[config.mk]
export PLATFORM = sky130hd
export DESIGN_NAME = pipelined_controller
export DESIGN_NICKNAME = d
export VERILOG_FILES = /design/src/rtl/pipelined_controller.sv
export SDC_FILE = /design/constraint.sdc
export NUM_CORES = 1
export LEC_CHECK = 0
export BUFFER_PORTS_ARGS = -buffer_cell sky130_fd_sc_hd__buf_2
export CAP_MARGIN = 20
export CORE_MARGIN = 5
export CORE_UTILIZATION = 52
export CTS_CLUSTER_SIZE = 25
export DETAILED_ROUTE_END_ITERATION = 8
export MAX_ROUTING_LAYER = met4
export PLACE_DENSITY = 0.9
export SETUP_SLACK_MARGIN = 0.1
export SLEW_MARGIN = 30
export SYNTH_ARGS = -nofsm -noshare
export SYNTH_HDL_FRONTEND = slang
export SYNTH_SLANG_ARGS = --single-unit
[constraint.sdc]
create_clock -name clk -period 2.3 [get_ports clk]
set_input_delay 0.23 -clock clk [delete_from_list [all_inputs] [get_ports clk]]
set_output_delay 0.23 -clock clk [all_outputs]
set_load 0.05 [all_outputs]
[src/rtl/pipelined_controller.sv]
// ID-stage control unit for the pipelined MIPS datapath.
// Decodes the opcode into a registered control word at the ID/EX boundary.
// It inserts bubbles for load-use hazards and branch flushes, flags illegal
// opcodes, and holds the front end in stall while a multi-cycle MUL sits in EX.
// state_dbg is 1 while the sequencer is BUSY.
module pipelined_controller #(
  parameter int OP_CODE_LEN = 6,
  parameter int EXE_CMD_LEN = 4,
  parameter int MUL_CYCLES  = 4,
  parameter int CNT_W       = 16
) (
  input  logic                   clk,
  input  logic                   rst,
  input  logic [OP_CODE_LEN-1:0] opCode,
  input  logic                   hazard_detected,
  input  logic                   flush,
  output logic                   branchEn,
  output logic                   Is_Imm,
  output logic                   ST_or_BNE,
  output logic                   WB_EN,
  output logic                   MEM_R_EN,
  output logic                   MEM_W_EN,
  output logic [EXE_CMD_LEN-1:0] EXE_CMD,
  output logic [1:0]             Branch_command,
  output logic                   stall_out,
  output logic                   illegal_op,
  output logic [CNT_W-1:0]       bubble_cnt,
  output logic                   state_dbg
);

  localparam logic [OP_CODE_LEN-1:0] OP_NOP = OP_CODE_LEN'(0);
  localparam logic [OP_CODE_LEN-1:0] OP_ADD = OP_CODE_LEN'(1);
  localparam logic [OP_CODE_LEN-1:0] OP_SUB = OP_CODE_LEN'(2);
  localparam logic [OP_CODE_LEN-1:0] OP_AND = OP_CODE_LEN'(3);
  localparam logic [OP_CODE_LEN-1:0] OP_OR  = OP_CODE_LEN'(4);
  localparam logic [OP_CODE_LEN-1:0] OP_BEZ = OP_CODE_LEN'(5);
  localparam logic [OP_CODE_LEN-1:0] OP_BNE = OP_CODE_LEN'(6);
  localparam logic [OP_CODE_LEN-1:0] OP_JMP = OP_CODE_LEN'(7);
  localparam logic [OP_CODE_LEN-1:0] OP_LD  = OP_CODE_LEN'(8);
  localparam logic [OP_CODE_LEN-1:0] OP_ST  = OP_CODE_LEN'(9);
  localparam logic [OP_CODE_LEN-1:0] OP_MUL = OP_CODE_LEN'(10);

  localparam logic [EXE_CMD_LEN-1:0] EXE_ADD = EXE_CMD_LEN'(1);
  localparam logic [EXE_CMD_LEN-1:0] EXE_SUB = EXE_CMD_LEN'(2);
  localparam logic [EXE_CMD_LEN-1:0] EXE_AND = EXE_CMD_LEN'(3);
  localparam logic [EXE_CMD_LEN-1:0] EXE_OR  = EXE_CMD_LEN'(4);
  localparam logic [EXE_CMD_LEN-1:0] EXE_MUL = EXE_CMD_LEN'(5);

  localparam logic [7:0]       MC_LOAD = 8'(MUL_CYCLES - 1);
  localparam logic [CNT_W-1:0] CNT_MAX = {CNT_W{1'b1}};

  typedef enum logic {IDLE = 1'b0, BUSY = 1'b1} state_t;

  state_t                 state, state_n;
  logic [7:0]             mc, mc_n;
  logic                   br_n, imm_n, st_n, wb_n, mr_n, mw_n;
  logic [EXE_CMD_LEN-1:0] exe_n;
  logic [1:0]             bc_n;
  logic                   stall_n, ill_n, bubble, decode_en;
  logic [CNT_W-1:0]       cnt_n;

  assign state_dbg = (state == BUSY);

  // Next state, MUL countdown and next control word; decoding also runs on the
  // last BUSY edge (mc==1) so the instruction held behind a MUL issues at once.
  always_comb begin
    state_n   = state;
    mc_n      = mc;
    br_n      = 1'b0;
    imm_n     = 1'b0;
    st_n      = 1'b0;
    wb_n      = 1'b0;
    mr_n      = 1'b0;
    mw_n      = 1'b0;
    exe_n     = '0;
    bc_n      = 2'd0;
    stall_n   = 1'b0;
    ill_n     = 1'b0;
    bubble    = 1'b0;
    decode_en = (state == IDLE) || (mc == 8'd1);
    if (state == BUSY) begin
      mc_n    = mc - 8'd1;
      stall_n = 1'b1;
      if (mc == 8'd1) begin
        state_n = IDLE;
        stall_n = 1'b0;
      end
    end
    if (decode_en) begin
      if (flush || hazard_detected) begin
        bubble = 1'b1;
      end else begin
        case (opCode)
          OP_NOP: ;
          OP_ADD: begin exe_n = EXE_ADD; wb_n = 1'b1; end
          OP_SUB: begin exe_n = EXE_SUB; wb_n = 1'b1; end
          OP_AND: begin exe_n = EXE_AND; wb_n = 1'b1; end
          OP_OR:  begin exe_n = EXE_OR;  wb_n = 1'b1; end
          OP_BEZ: begin imm_n = 1'b1; br_n = 1'b1; bc_n = 2'd1; end
          OP_BNE: begin imm_n = 1'b1; br_n = 1'b1; bc_n = 2'd2; st_n = 1'b1; end
          OP_JMP: begin imm_n = 1'b1; br_n = 1'b1; bc_n = 2'd3; end
          OP_LD:  begin exe_n = EXE_ADD; imm_n = 1'b1; wb_n = 1'b1; mr_n = 1'b1; end
          OP_ST:  begin exe_n = EXE_ADD; imm_n = 1'b1; st_n = 1'b1; mw_n = 1'b1; end
          OP_MUL: begin
            exe_n = EXE_MUL;
            wb_n  = 1'b1;
            if (MC_LOAD != 8'd0) begin
              state_n = BUSY;
              mc_n    = MC_LOAD;
              stall_n = 1'b1;
            end
          end
          default: begin ill_n = 1'b1; bubble = 1'b1; end
        endcase
      end
    end
    cnt_n = bubble_cnt;
    if (bubble && (bubble_cnt != CNT_MAX)) cnt_n = bubble_cnt + CNT_W'(1);
  end

  // ID/EX register: state, countdown, control word and bubble counter.
  always_ff @(posedge clk) begin
    if (rst) begin
      state          <= IDLE;
      mc             <= 8'd0;
      branchEn       <= 1'b0;
      Is_Imm         <= 1'b0;
      ST_or_BNE      <= 1'b0;
      WB_EN          <= 1'b0;
      MEM_R_EN       <= 1'b0;
      MEM_W_EN       <= 1'b0;
      EXE_CMD        <= '0;
      Branch_command <= 2'd0;
      stall_out      <= 1'b0;
      illegal_op     <= 1'b0;
      bubble_cnt     <= '0;
    end else begin
      state          <= state_n;
      mc             <= mc_n;
      branchEn       <= br_n;
      Is_Imm         <= imm_n;
      ST_or_BNE      <= st_n;
      WB_EN          <= wb_n;
      MEM_R_EN       <= mr_n;
      MEM_W_EN       <= mw_n;
      EXE_CMD        <= exe_n;
      Branch_command <= bc_n;
      stall_out      <= stall_n;
      illegal_op     <= ill_n;
      bubble_cnt     <= cnt_n;
    end
  end

endmodule

After elaboration in Yosys (flattened, before gate mapping). Cells that the tools add are included. W data, S select, Z words.

Equality and inequality tests: 12. Reductions and logical operators: 11. Bitwise operators: 2. Mux-type cells: 20. $add $sub $neg: 2.

Operator list (count): $mux W8 (4); $eq A6 B3 Y1 const B (4); $eq A6 B4 Y1 const B (3); $add A16 B1 Y16 const B (1); $ne A16 B16 Y1 const B (1); $pmux W3 S5 (1); $mux W1 (14); $eq A6 B2 Y1 const B (2); $reduce_or A11 Y1 (1); $reduce_or A3 Y1 (3); $eq A8 B1 Y1 const B (1); $sub A8 B1 Y8 const B (1); $eq A6 B1 Y1 const B (1); $logic_not A6 Y1 (1); $pmux W2 S3 (1); $reduce_or A6 Y1 (1); $reduce_or A5 Y1 (1); $logic_or A1 B1 Y1 (2); $not A1 Y1 (2); $reduce_or A2 Y1 (1); $logic_and A1 B1 Y1 (1).

Input port bits: 10. Register bits after elaboration: 38.

Longest topological paths before layout. Gate-level depths: netlist (run 1).

Word-level depth: 6. Gate-level depth with buffers: 9.

Least setup slack after synthesis (run 1). No wires, ideal clock.

Path kind: reg-to-reg. Start point: register bubble_cnt[0]. End point: register bubble_cnt[1]. Required time: 2.172 ns. Arrival time: 1.917 ns. Setup time: 0.128 ns. Setup slack: 0.255 ns. Cell stages (with the launch flop): 9. Path buffers: 2. Path through: dfxtp_1 ha_1 and4_1 nand4_1 nand3_2 buf_6 buf_4 mux2i_1 nor2_1.

Longest elaborated chain between the ends: 2. Elaborated cells between the ends (all ways): 3.

RTL lines: start: declaration (RTL line 27) `output logic [CNT_W-1:0] bubble_cnt,`; start signal: assignment (RTL line 150) `bubble_cnt <= cnt_n;`; parallel branches: the longest is 2 deep, another holds $add A16 B1 Y16.

Parallel ways; which one is timed is not known. A chain may end at the register's enable or synchronous reset.

Worst setup path after layout (run 1).
Start point: register mc[1]. End point: register bubble_cnt[9].

Longest elaborated chain between the ends: 4.

RTL lines: start: declaration (RTL line 55) `logic [7:0] mc, mc_n;`; start signal: assignment (RTL line 139) `mc <= mc_n;`; $eq A8 B1 Y1 (RTL line 80) `decode_en = (state == IDLE) || (mc == 8'd1);`; $logic_or A1 B1 Y1 (RTL line 80); $mux W1 (RTL line 89) `if (decode_en) begin`; $logic_and A1 B1 Y1 (RTL line 118) `if (bubble && (bubble_cnt != CNT_MAX)) cnt_n = bubble_cnt + CNT_W'(1);`.

Every way passes these cells.

==> summary.md, run 1 <==
| Metric | Value |
|---|---|
| #FFs+latches synth | `37` |
| Buffers on Ports | `39` |
| CTS tree | `built` |
| Main flop type after synthesis | `dfxtp_1` |
| Die W | `67.2 µm` |
| Nets | `254` |
| CTS HTree Levels | `2` |
| Initial core utilization | `roughly 55%` |
| CP Launch Point | `mc[1]$_SDFF_PP0_` |
| Initial antenna violation count | `0` |
| Maximum buffer depth of the clock tree | `2` |
| # fillers | `around 270` |
| Area growth, synth to finish | `19.7%` |
| Residual DRC count | `0` |
| Number of hold buffers added after CTS | `0` |
| Iter 0 DRT Violations | `around 140` |
| Number of setup violations in the final report | `0` |
| Antenna diode count | `0` |
| Total power | `~1.1 mW` |
| Cell area after layout | `~2000 µm²` |
| Post-synthesis sequential area ratio | `43.6%` |
| Status | `completed` |
| Num CTS Buffers | `5` |
| Period utilization | `roughly 90%` |
| Critical path launch point type | `flip-flop` |
| Clock Skew | `between 0.02 and 0.025 ns` |
| CP required | `approximately 2.6 ns` |
| First-pass GRT wire length | `roughly 6200 µm` |
| Worst EP arrival | `approximately 2.4 ns` |
| Top-area cell type share of the netlist area | `between 40% and 50%` |
| Cell taking the most area after synthesis | `dfxtp_1` |
| F_max | `between 400 and 500 MHz` |
| Crit-path max cell delay | `0.39 ns` |
| Slowest cell on crit path | `or3b_4` |
| Post-Syn Area | `~1700 µm²` |
| Sinks on Clock Net | `37` |
| Final ANT Viol Nets | `0` |
| Placer Congestion | `~0.8` |
| Setup_tns | `0 ns` |
| EDFF count, synth | `0` |
| Max_slew headroom | `55.5%` |
| Share of cells above drive strength 1 | `between 20% and 30%` |
| Dominant cells by area after synthesis | `dfxtp_1 44%, a21oi_1 5.3%, nor2_1 4.9%` |
| Crit path cell chain | `inv_1 > ha_1 > or3b_4 > o21ai_4 > nand3_4 > buf_4 > nor3_1 > mux2_2` |
| Die area | `roughly 4500 µm²` |
| Largest net degree at the start of global routing | `24` |
| Detailed Routing Iterations Pass 1 | `5` |
| Worst skew pair latency | `about 0.36 ns` |
| Maximum vdd drop | `about 0.00040 V` |
| Crit Path Class | `reg2reg` |
| Hold Vio Cnt, Final | `0` |
| Library cells used by synthesis | `48` |
| P_leak | `about 0.84 nW` |
| Post-synth top cells | `37 x dfxtp_1, 22 x nor2_1, 18 x a21oi_1` |
| Post-DP HPWL | `around 2700 µm` |
| Syn avg cell area | `8.68 µm²` |
| Total number of vias | `1627` |
| Overall global routing resource usage | `about 18%` |
| Row count | `20` |
| Reg clk slew, reported paths | `about 0.12 ns` |
| WL final | `approximately 4000 µm` |
| Routed WL per cell | `between 10 and 15 µm` |
| Vias in the first global route | `1472` |
| Hold Crit Class | `in2reg` |
| Syn_nets | `209` |
| Worst-Margin Slew | `0.661 ns` |
| Post-DP Area | `1920 µm²` |
| Ports | `41` |
| Async set-reset flop share out of synthesis | `0%` |
| Max-slew violations | `0` |
| Top-count cell post-synth | `dfxtp_1` |
| Crit path capture type | `flip-flop` |
| Grt total ovfl | `0` |
| Power per cell area | `between 500 and 600 nW/µm²` |
| Die Span Y | `roughly 67 µm` |
| Reg2reg start | `mc[1]$_SDFF_PP0_` |
| Via density | `5.73` |
| RSZ-0062 raised after global routing | `false` |
| Ys Warns | `0` |
| Max Cap Viol | `0` |
| Hold_sp | `flush` |
| CORE AREA | `around 3100 µm²` |
| Mapped Cells | `slightly below 200` |
| Min Clock Period, post-route | `2.09 ns` |
| CTS Root Cell | `clkbuf_4` |
| Crit path max fanout | `5` |
[metrics by stage]
| step | util (%) | setup slack [ns] | hold WS [ns] | cells |
|---|---|---|---|---|
| finish | 65.6 | 0.212 | 0.133 | 284 |
| global route | 65.6 | 0.118 | 0.123 | 284 |
| CTS | 63.4 | 0.117 | 0.120 | 278 |
| detailed placement | 61.8 | 0.113 | 0.487 | 272 |
| global placement | 61.8 | 0.209 | 0.475 | 272 |
| floorplan | - | 0.255 | 0.381 | 196 |
[cell type report]
cell class / count / area, µm² / share of cell area [%]
Clock buffer: 5 / 37.5 / 1.84
Clock inverter: 1 / 5.00 / 0.246
Inverter: 4 / 15.0 / 0.738
Multi-Input combinational cell: 146 / 922 / 45.3
Sequential cell: 37 / 742 / 36.4
Tap cell: 44 / 55.1 / 2.70
Timing Repair Buffer: 47 / 259 / 12.7
[state kept, by name (all words and copies together) (netlist names)]
name,flops
branchEn,1
MEM_W_EN,1
Branch_command,2
illegal_op,1
bubble_cnt,16
WB_EN,1
Is_Imm,1
MEM_R_EN,1
EXE_CMD,3
ST_or_BNE,1
mc,8
state_dbg,1
[critical path, delay by kind of cell (launching register included)]
kind / cells / cell delay, ns
AOI/OAI and AO/OA: 1 / 0.22
DFF: 1 / 0.33
muxes: 1 / 0.36
adders and majority gates: 1 / 0.14
and+or+nand+nor: 3 / 0.68
buffers and inverters: 2 / 0.27
[routing by layer]
layer  part of all wire [%]  GRT usage (%)  vias up
li1                       -              -      798
met1                     42           22.0      749
met2                     49           29.1       68
met3                    6.0           3.66       12
met4                    2.6           9.62        0
met5                      0              -        -
[final timing paths]
check | slack [ns] | depth (start not counted) | endpoint
setup / recovery | 0.21 | 8 | bubble_cnt[9]$_SDFFE_PP0P_
hold / removal | 0.13 | 3 | illegal_op$_SDFF_PP0_
setup reg to reg | 0.21 | 8 | bubble_cnt[9]$_SDFFE_PP0P_
hold reg to reg | 0.51 | 2 | bubble_cnt[12]$_SDFFE_PP0P_
[what timing repair did]
action,in CTS,in global routing
pin swaps,0,1
cloned,0,1
setup endpoints to repair,2,9
buffers inserted,0,5
resized for setup,1,6
[power breakdown]
group | switching [mW] | leakage (nW) | internal, mW | total (mW)
clock | 0.209 | 0.0269 | 0.106 | 0.315
combinational | 0.0759 | 0.511 | 0.0349 | 0.111
sequential | 0.0110 | 0.299 | 0.649 | 0.660
[cell usage in the layout (no fill, tap or decap), types with 4 or more instances in the layout]
| master | synthesis | final |
|---|---|---|
| buf_2 | 0 | 39 |
| dfxtp_1 | 37 | 36 |
| nor2_1 | 22 | 22 |
| a21oi_1 | 18 | 18 |
| nand2_1 | 14 | 14 |
| o21ai_0 | 10 | 10 |
| nand3_1 | 8 | 8 |
| buf_4 | 3 | 7 |
| or3_1 | 6 | 6 |
| and4_1 | 5 | 5 |
| clkbuf_4 | 0 | 5 |
| inv_1 | 4 | 4 |
| nor2b_1 | 4 | 4 |
| xnor2_1 | 4 | 4 |
| o31ai_1 | 4 | 4 |
| or4_1 | 4 | 4 |
[kinds of logic after synthesis]
kind of cell               after synthesis  share of synthesized area, %
xor gates and xnor gates                 7                          3.61
DFF                                     37                          43.6
muxes                                    4                          2.43
other                                    1                         0.221
AOI/OAI and AO/OA                       43                          15.5
and+or+nand+nor                         87                          28.3
adders and majority gates                3                          2.21
buffers and inverters                   14                          4.19
(Power assumes the default switching activity.)
==> run 2: changes to the inputs <==
--- a/config.mk
+++ b/config.mk
@@ -7,7 +7,6 @@
 export LEC_CHECK = 0
 export BUFFER_PORTS_ARGS = -buffer_cell sky130_fd_sc_hd__buf_2
 export CAP_MARGIN = 20
-export CORE_MARGIN = 5
 export CORE_UTILIZATION = 52
 export CTS_CLUSTER_SIZE = 25
 export DETAILED_ROUTE_END_ITERATION = 8
==> summary.md, run 2 (synthesized netlist as in run 1, its figures left out) <==
| Metric | Value |
|---|---|
| Flop2flop setup slack | `0.24 ns (+0.03 ns)` |
| Placer Congestion | `0.761 (-6.3%)` |
| Period utilization | `89.4% (-1.4 points)` |
| Crit path max fanout | `9 (+4)` |
| Crit Path Class | `reg2reg` |
| Commonest cells after routing, fill and taps aside | `39 x buf_2, 36 x dfxtp_1, 22 x nor2_1, 17 x a21oi_1, 14 x nand2_1` |
| RSZ-0062 raised after global routing | `false` |
| Via density | `5.60 (-2.3%)` |
| Row count | `20 (unchanged)` |
| Most common cell after layout, fill and taps aside | `buf_2` |
| Overall global routing resource usage | `23.2% (+4.9 points)` |
| Crit path cell chain | `inv_1 > ha_1 > or3b_4 > o21ai_4 > nand3_4 > buf_4 > or4_1 > a21oi_2` |
| Reg2Reg Depth | `8 (unchanged)` |
| Crit-path max cell delay | `0.42 ns (+0.03 ns)` |
| Reg2reg start | `mc[1]$_SDFF_PP0_` |
| Max_slew headroom | `57.6% (+2.1 points)` |
| First-pass GRT wire length | `5940 µm (-4.0%)` |
| Iter 0 DRT Violations | `42 (-69%)` |
| Total power | `1.10 mW (+0.87%)` |
| Hold Crit Class | `in2reg` |
| Number of setup violations in the final report | `0 (unchanged)` |
| Number of hold buffers added after CTS | `0 (unchanged)` |
| # fillers | `255 (-4.9%)` |
| Maximum buffer depth of the clock tree | `2 (unchanged)` |
| Reg area | `742 µm² (unchanged)` |
| Antenna diode count | `0 (unchanged)` |
| Largest regs | `bubble_cnt: 16 flops, mc: 8 flops, EXE_CMD: 3 flops` |
| CP top delay family | `simple AND/OR/NAND/NOR gates` |
| Initial core utilization | `55.2% (+0.45 points)` |
| Hold Vio Cnt, Final | `0 (unchanged)` |
| Grt total ovfl | `0 (unchanged)` |
| Slowest cell on crit path | `or4_1` |
| Final ANT Viol Nets | `0 (unchanged)` |
| WL final | `3480 µm (-13%)` |
| Largest net degree at the start of global routing | `24 (unchanged)` |
| Max-slew violations | `0 (unchanged)` |
| End of the worst register-to-register path | `bubble_cnt[10]$_SDFFE_PP0P_` |
| Setup_tns | `0 ns (unchanged)` |
| Min Clock Period, post-route | `2.06 ns (-0.0314 ns)` |
| Sinks on Clock Net | `37 (unchanged)` |
| Hold_sp | `flush` |
| Initial antenna violation count | `0 (unchanged)` |
| Max Cap Viol | `0 (unchanged)` |
| Detailed Routing Iterations Pass 1 | `5 (unchanged)` |
| Vias in the first global route | `1370 (-6.9%)` |
| Area growth, synth to finish | `17.4%` |
| Die W | `59.2 µm (-12%)` |
| WP buf/inv | `2 (unchanged)` |
| F_max | `486 MHz (+1.5%)` |
| CTS Root Cell | `clkbuf_4` |
| Post-DP HPWL | `2410 µm (-12%)` |
| Worst EP arrival | `2.35 ns (about the same)` |
| Clock Skew | `0.00689 ns (-0.0141 ns)` |
| WHS Path Cells | `3 (unchanged)` |
| Reg clk slew, reported paths | `0.10 ns (-0.02 ns)` |
| Buffers on Ports | `39 (unchanged)` |
| Crit path capture type | `flip-flop` |
| Ports | `41 (unchanged)` |
| Worst Hold End | `illegal_op$_SDFF_PP0_` |
| Routed WL per cell | `12.4 µm (-12%)` |
| Reg with most FFs | `bubble_cnt` |
| Nets | `249 (-2.0%)` |
| Residual DRC count | `0 (unchanged)` |
| Maximum vdd drop | `0.000415 V (+4.5%)` |
| CP Launch Point | `mc[1]$_SDFF_PP0_` |
| Critical path launch point type | `flip-flop` |
| CTS HTree Levels | `2 (unchanged)` |
| Die area | `3500 µm² (-22%)` |
| Max reg flops | `16 (unchanged)` |
| Num CTS Buffers | `5 (unchanged)` |
| CTS tree | `built` |
| Die Span Y | `59.2 µm (-12%)` |
| CP required | `2.59 ns (+0.03 ns)` |
| Worst-Margin Slew | `0.627 ns (-0.0333 ns)` |
| CORE AREA | `3080 µm² (-0.81%)` |
| Power per cell area | `549 nW/µm² (+2.9%)` |
| Status | `completed` |
| P_leak | `0.800 nW (-4.4%)` |
| Total number of vias | `1573 (-3.3%)` |
| Multi-input logic area | `910 µm² (-1.4%)` |
| Share of cells above drive strength 1 | `24.5% (-2.2 points)` |
| Worst skew pair latency | `0.35 ns (about the same)` |
## run 2: final cells by class
type,instances,area share (%)
inverters,4,0.752
clock buffers,8,2.45
well taps,44,2.76
multi-input cells,145,45.6
flip-flops and latches,37,37.2
repair buffers,43,11.3
## run 2: how the worst max path moves through the flow
stage                                              to  slack (ns)  depth (start not counted)
after floorplan            bubble_cnt[1]$_SDFFE_PP0P_        0.26                          8
after global placement    bubble_cnt[12]$_SDFFE_PP0P_        0.22                          7
after detailed placement   bubble_cnt[8]$_SDFFE_PP0P_        0.15                          7
after CTS                  bubble_cnt[8]$_SDFFE_PP0P_        0.12                          7
after global routing       bubble_cnt[8]$_SDFFE_PP0P_        0.11                          8
final                     bubble_cnt[10]$_SDFFE_PP0P_        0.24                          8
## run 2: power breakdown
| part | internal (mW) | switching, mW |
|---|---|---|
| sequential | 0.649 | 0.0114 |
| combinational | 0.0323 | 0.0731 |
| clock | 0.122 | 0.208 |
## run 2: worst register-to-register path: stages, from the launching register on
cell     delay (ns)
dfxtp_1        0.34
inv_1          0.08
ha_1           0.13
or3b_4         0.39
o21ai_4        0.19
nand3_4        0.12
buf_4          0.19
or4_1          0.42
a21oi_2        0.14
## run 2: routing by layer
layer	GRT usage (%)	vias to the layer above	wire length, µm
li1	-	791	-
met1	28.7	727	1630
met2	34.8	48	1610
met3	7.86	7	196
met4	8.84	0	43
met5	-	-	0
## run 2: stage by stage
| stage | hold WS [ns] | area, µm² | setup slack, ns | util (%) | instances |
|---|---|---|---|---|---|
| 3_5_place_dp | 0.484 | 1920 | 0.148 | 62.3 | 272 |
| 3_3_place_gp | 0.474 | 1920 | 0.222 | 62.3 | 272 |
| 6_report | 0.128 | 2000 | 0.243 | 64.8 | 281 |
| 5_1_grt | 0.130 | 2000 | 0.110 | 64.8 | 281 |
| 2_1_floorplan | 0.381 | 1700 | 0.255 | - | 196 |
| 4_1_cts | 0.119 | 1970 | 0.123 | 63.9 | 280 |
## run 2: what timing repair did
item                       4_1_cts  5_1_grt
resized for setup                0        5
setup endpoints to repair        0        8
buffers inserted                 0        1
==> run 3: changes to the inputs <==
--- a/config.mk
+++ b/config.mk
@@ -7,6 +7,7 @@
 export LEC_CHECK = 0
 export BUFFER_PORTS_ARGS = -buffer_cell sky130_fd_sc_hd__buf_2
 export CAP_MARGIN = 20
+export CORE_ASPECT_RATIO = 0.7
 export CORE_UTILIZATION = 52
 export CTS_CLUSTER_SIZE = 25
 export DETAILED_ROUTE_END_ITERATION = 8
==> summary.md, run 3 (synthesized netlist as in run 1, its figures left out) <==
| Metric | Value |
|---|---|
| CTS Root Cell | `clkbuf_8` |
| Ports | `41 (unchanged)` |
| Number of setup violations in the final report | `0 (unchanged)` |
| Hold_ws | `0.210 ns (+0.0825 ns)` |
| Max-slew violations | `0 (unchanged)` |
| Clock Skew | `0.00258 ns (-0.00431 ns)` |
| Reg area | `742 µm² (unchanged)` |
| # fillers | `225 (-12%)` |
| Core Util, Final | `70.1% (+5.2 points)` |
| Row count | `16 (-20%)` |
| Die Span Y | `49.8 µm (-16%)` |
| Die area | `3510 µm² (about the same)` |
| Overall global routing resource usage | `22.6% (-0.59 points)` |
| Period utilization | `89.4% (about the same)` |
| Total number of vias | `1585 (+0.76%)` |
| Initial antenna violation count | `0 (unchanged)` |
| Sinks on Clock Net | `37 (unchanged)` |
| Die W | `70.3 µm (+19%)` |
| Area growth, synth to finish | `21.3%` |
| Multi-input logic area | `933 µm² (+2.6%)` |
| Min Clock Period, post-route | `2.06 ns (-0.00125 ns)` |
| CTS tree | `built` |
| CTS HTree Levels | `2 (unchanged)` |
| Worst skew pair latency | `0.29 ns (-0.06 ns)` |
| Num CTS Buffers | `5 (unchanged)` |
| Worst EP arrival | `2.28 ns (-0.07 ns)` |
| Setup_tns | `0 ns (unchanged)` |
| Worst-Margin Slew | `0.691 ns (+0.0640 ns)` |
| Buffers on Ports | `39 (unchanged)` |
| F_max | `487 MHz (about the same)` |
| Crit Path Class | `reg2reg` |
| Crit path max fanout | `11 (+2)` |
| Status | `completed` |
| Largest net degree at the start of global routing | `24 (unchanged)` |
| Iter 0 DRT Violations | `126 (+200%)` |
| P_leak | `0.858 nW (+7.2%)` |
| Post-DP Area | `1910 µm² (-0.52%)` |
| Power per cell area | `616 nW/µm² (+12%)` |
| Vias in the first global route | `1316 (-3.9%)` |
| Largest regs | `bubble_cnt: 16 flops, mc: 8 flops, EXE_CMD: 3 flops` |
| Initial core utilization | `57.8% (+2.5 points)` |
| Maximum buffer depth of the clock tree | `2 (unchanged)` |
| Detailed Routing Iterations Pass 1 | `4 (-1)` |
| Max_slew headroom | `53.4% (-4.2 points)` |
| Nets | `251 (+0.80%)` |
| Hold Vio Cnt, Final | `0 (unchanged)` |
| Reg clk slew, reported paths | `0.07 ns (-0.03 ns)` |
| Reg2Reg Depth | `7 (-1)` |
| RSZ-0062 raised after global routing | `false` |
| Residual DRC count | `0 (unchanged)` |
| Max reg flops | `16 (unchanged)` |
| Most common cell after layout, fill and taps aside | `buf_2` |
| Final ANT Viol Nets | `0 (unchanged)` |
| Max Cap Viol | `0 (unchanged)` |
| Commonest cells after routing, fill and taps aside | `39 x buf_2, 36 x dfxtp_1, 22 x nor2_1, 17 x a21oi_1, 14 x nand2_1` |
| First-pass GRT wire length | `6000 µm (+1.1%)` |
| Routed WL per cell | `13.6 µm (+9.4%)` |
| Hold Crit Class | `in2reg` |
| Share of cells above drive strength 1 | `26.8% (+2.3 points)` |
| Placer Congestion | `0.764 (+0.34%)` |
| WL final | `3730 µm (+7.0%)` |
| WHS Path Cells | `2 (-1)` |
| Cell area after layout | `2060 µm² (+3.3%)` |
| Maximum vdd drop | `0.000512 V (+23%)` |
| Crit path capture type | `flip-flop` |
| Grt total ovfl | `0 (unchanged)` |
| Antenna diode count | `0 (unchanged)` |
| CORE AREA | `2940 µm² (-4.4%)` |
| Reg with most FFs | `bubble_cnt` |
| Flop2flop setup slack | `0.24 ns (about the same)` |
| Pre-CTS setup slack | `0.0618 ns (-0.0860 ns)` |
| Setup WS post-layout | `0.245 ns (+0.00125 ns)` |
| CP required | `2.53 ns (-0.06 ns)` |
| Via density | `5.76 (+3.0%)` |
| Critical path launch point type | `flip-flop` |
| Post-DP HPWL | `2390 µm (-0.74%)` |
==> run 3: worst max-delay path: stages (launching register included) <==
cell	delay, ns
dfxtp_1	0.33
inv_1	0.09
ha_1	0.14
or3b_4	0.39
o21ai_4	0.25
nand3_2	0.25
or3_1	0.39
a21oi_1	0.15
==> run 3: timing repair <==
item | 4_1_cts | 5_1_grt
cloned | 1 | 1
setup endpoints to repair | 8 | 7
buffers inserted | 0 | 1
hold buffers | 0 | 0
pin swaps | 1 | 1
resized for setup | 2 | 4
==> run 3: area by class of cell <==
type,instances,share of cell area [%]
Sequential cell,37,36.0
Clock buffer,7,4.67
Inverter,4,0.728
Tap cell,36,2.18
Clock inverter,1,0.243
Multi-Input combinational cell,147,45.3
Timing Repair Buffer,43,10.9
==> run 3: worst paths after layout <==
check | startpoint | end
hold / removal | opCode[3] | EXE_CMD[1]$_SDFF_PP0_
setup / recovery | mc[1]$_SDFF_PP0_ | bubble_cnt[13]$_SDFFE_PP0P_
hold reg to reg | bubble_cnt[12]$_SDFFE_PP0P_ | bubble_cnt[12]$_SDFFE_PP0P_
setup reg to reg | mc[1]$_SDFF_PP0_ | bubble_cnt[13]$_SDFFE_PP0P_
==> run 3: report_power, final <==
group / leakage [nW] / internal (mW) / switching [mW]
Combinational: 0.504 / 0.0329 / 0.0748
Clock: 0.0542 / 0.271 / 0.232
Sequential: 0.299 / 0.649 / 0.0113
Total: 0.858 / 0.952 / 0.318
==> run 3: layer usage <==
layer	track usage [%]	vias up	part of all wire [%]
li1	-	793	-
met1	31.5	733	48
met2	31.1	53	43
met3	4.91	6	7.8
met4	10.3	0	1.4
met5	-	-	0
==> run 3: per-stage QoR <==
stage / power [mW] / cells
after floorplan: 0.753 / 196
after global placement: 0.776 / 264
after detailed placement: 0.778 / 264
after CTS: 1.27 / 273
after global routing: 1.32 / 275
final: 1.27 / 275
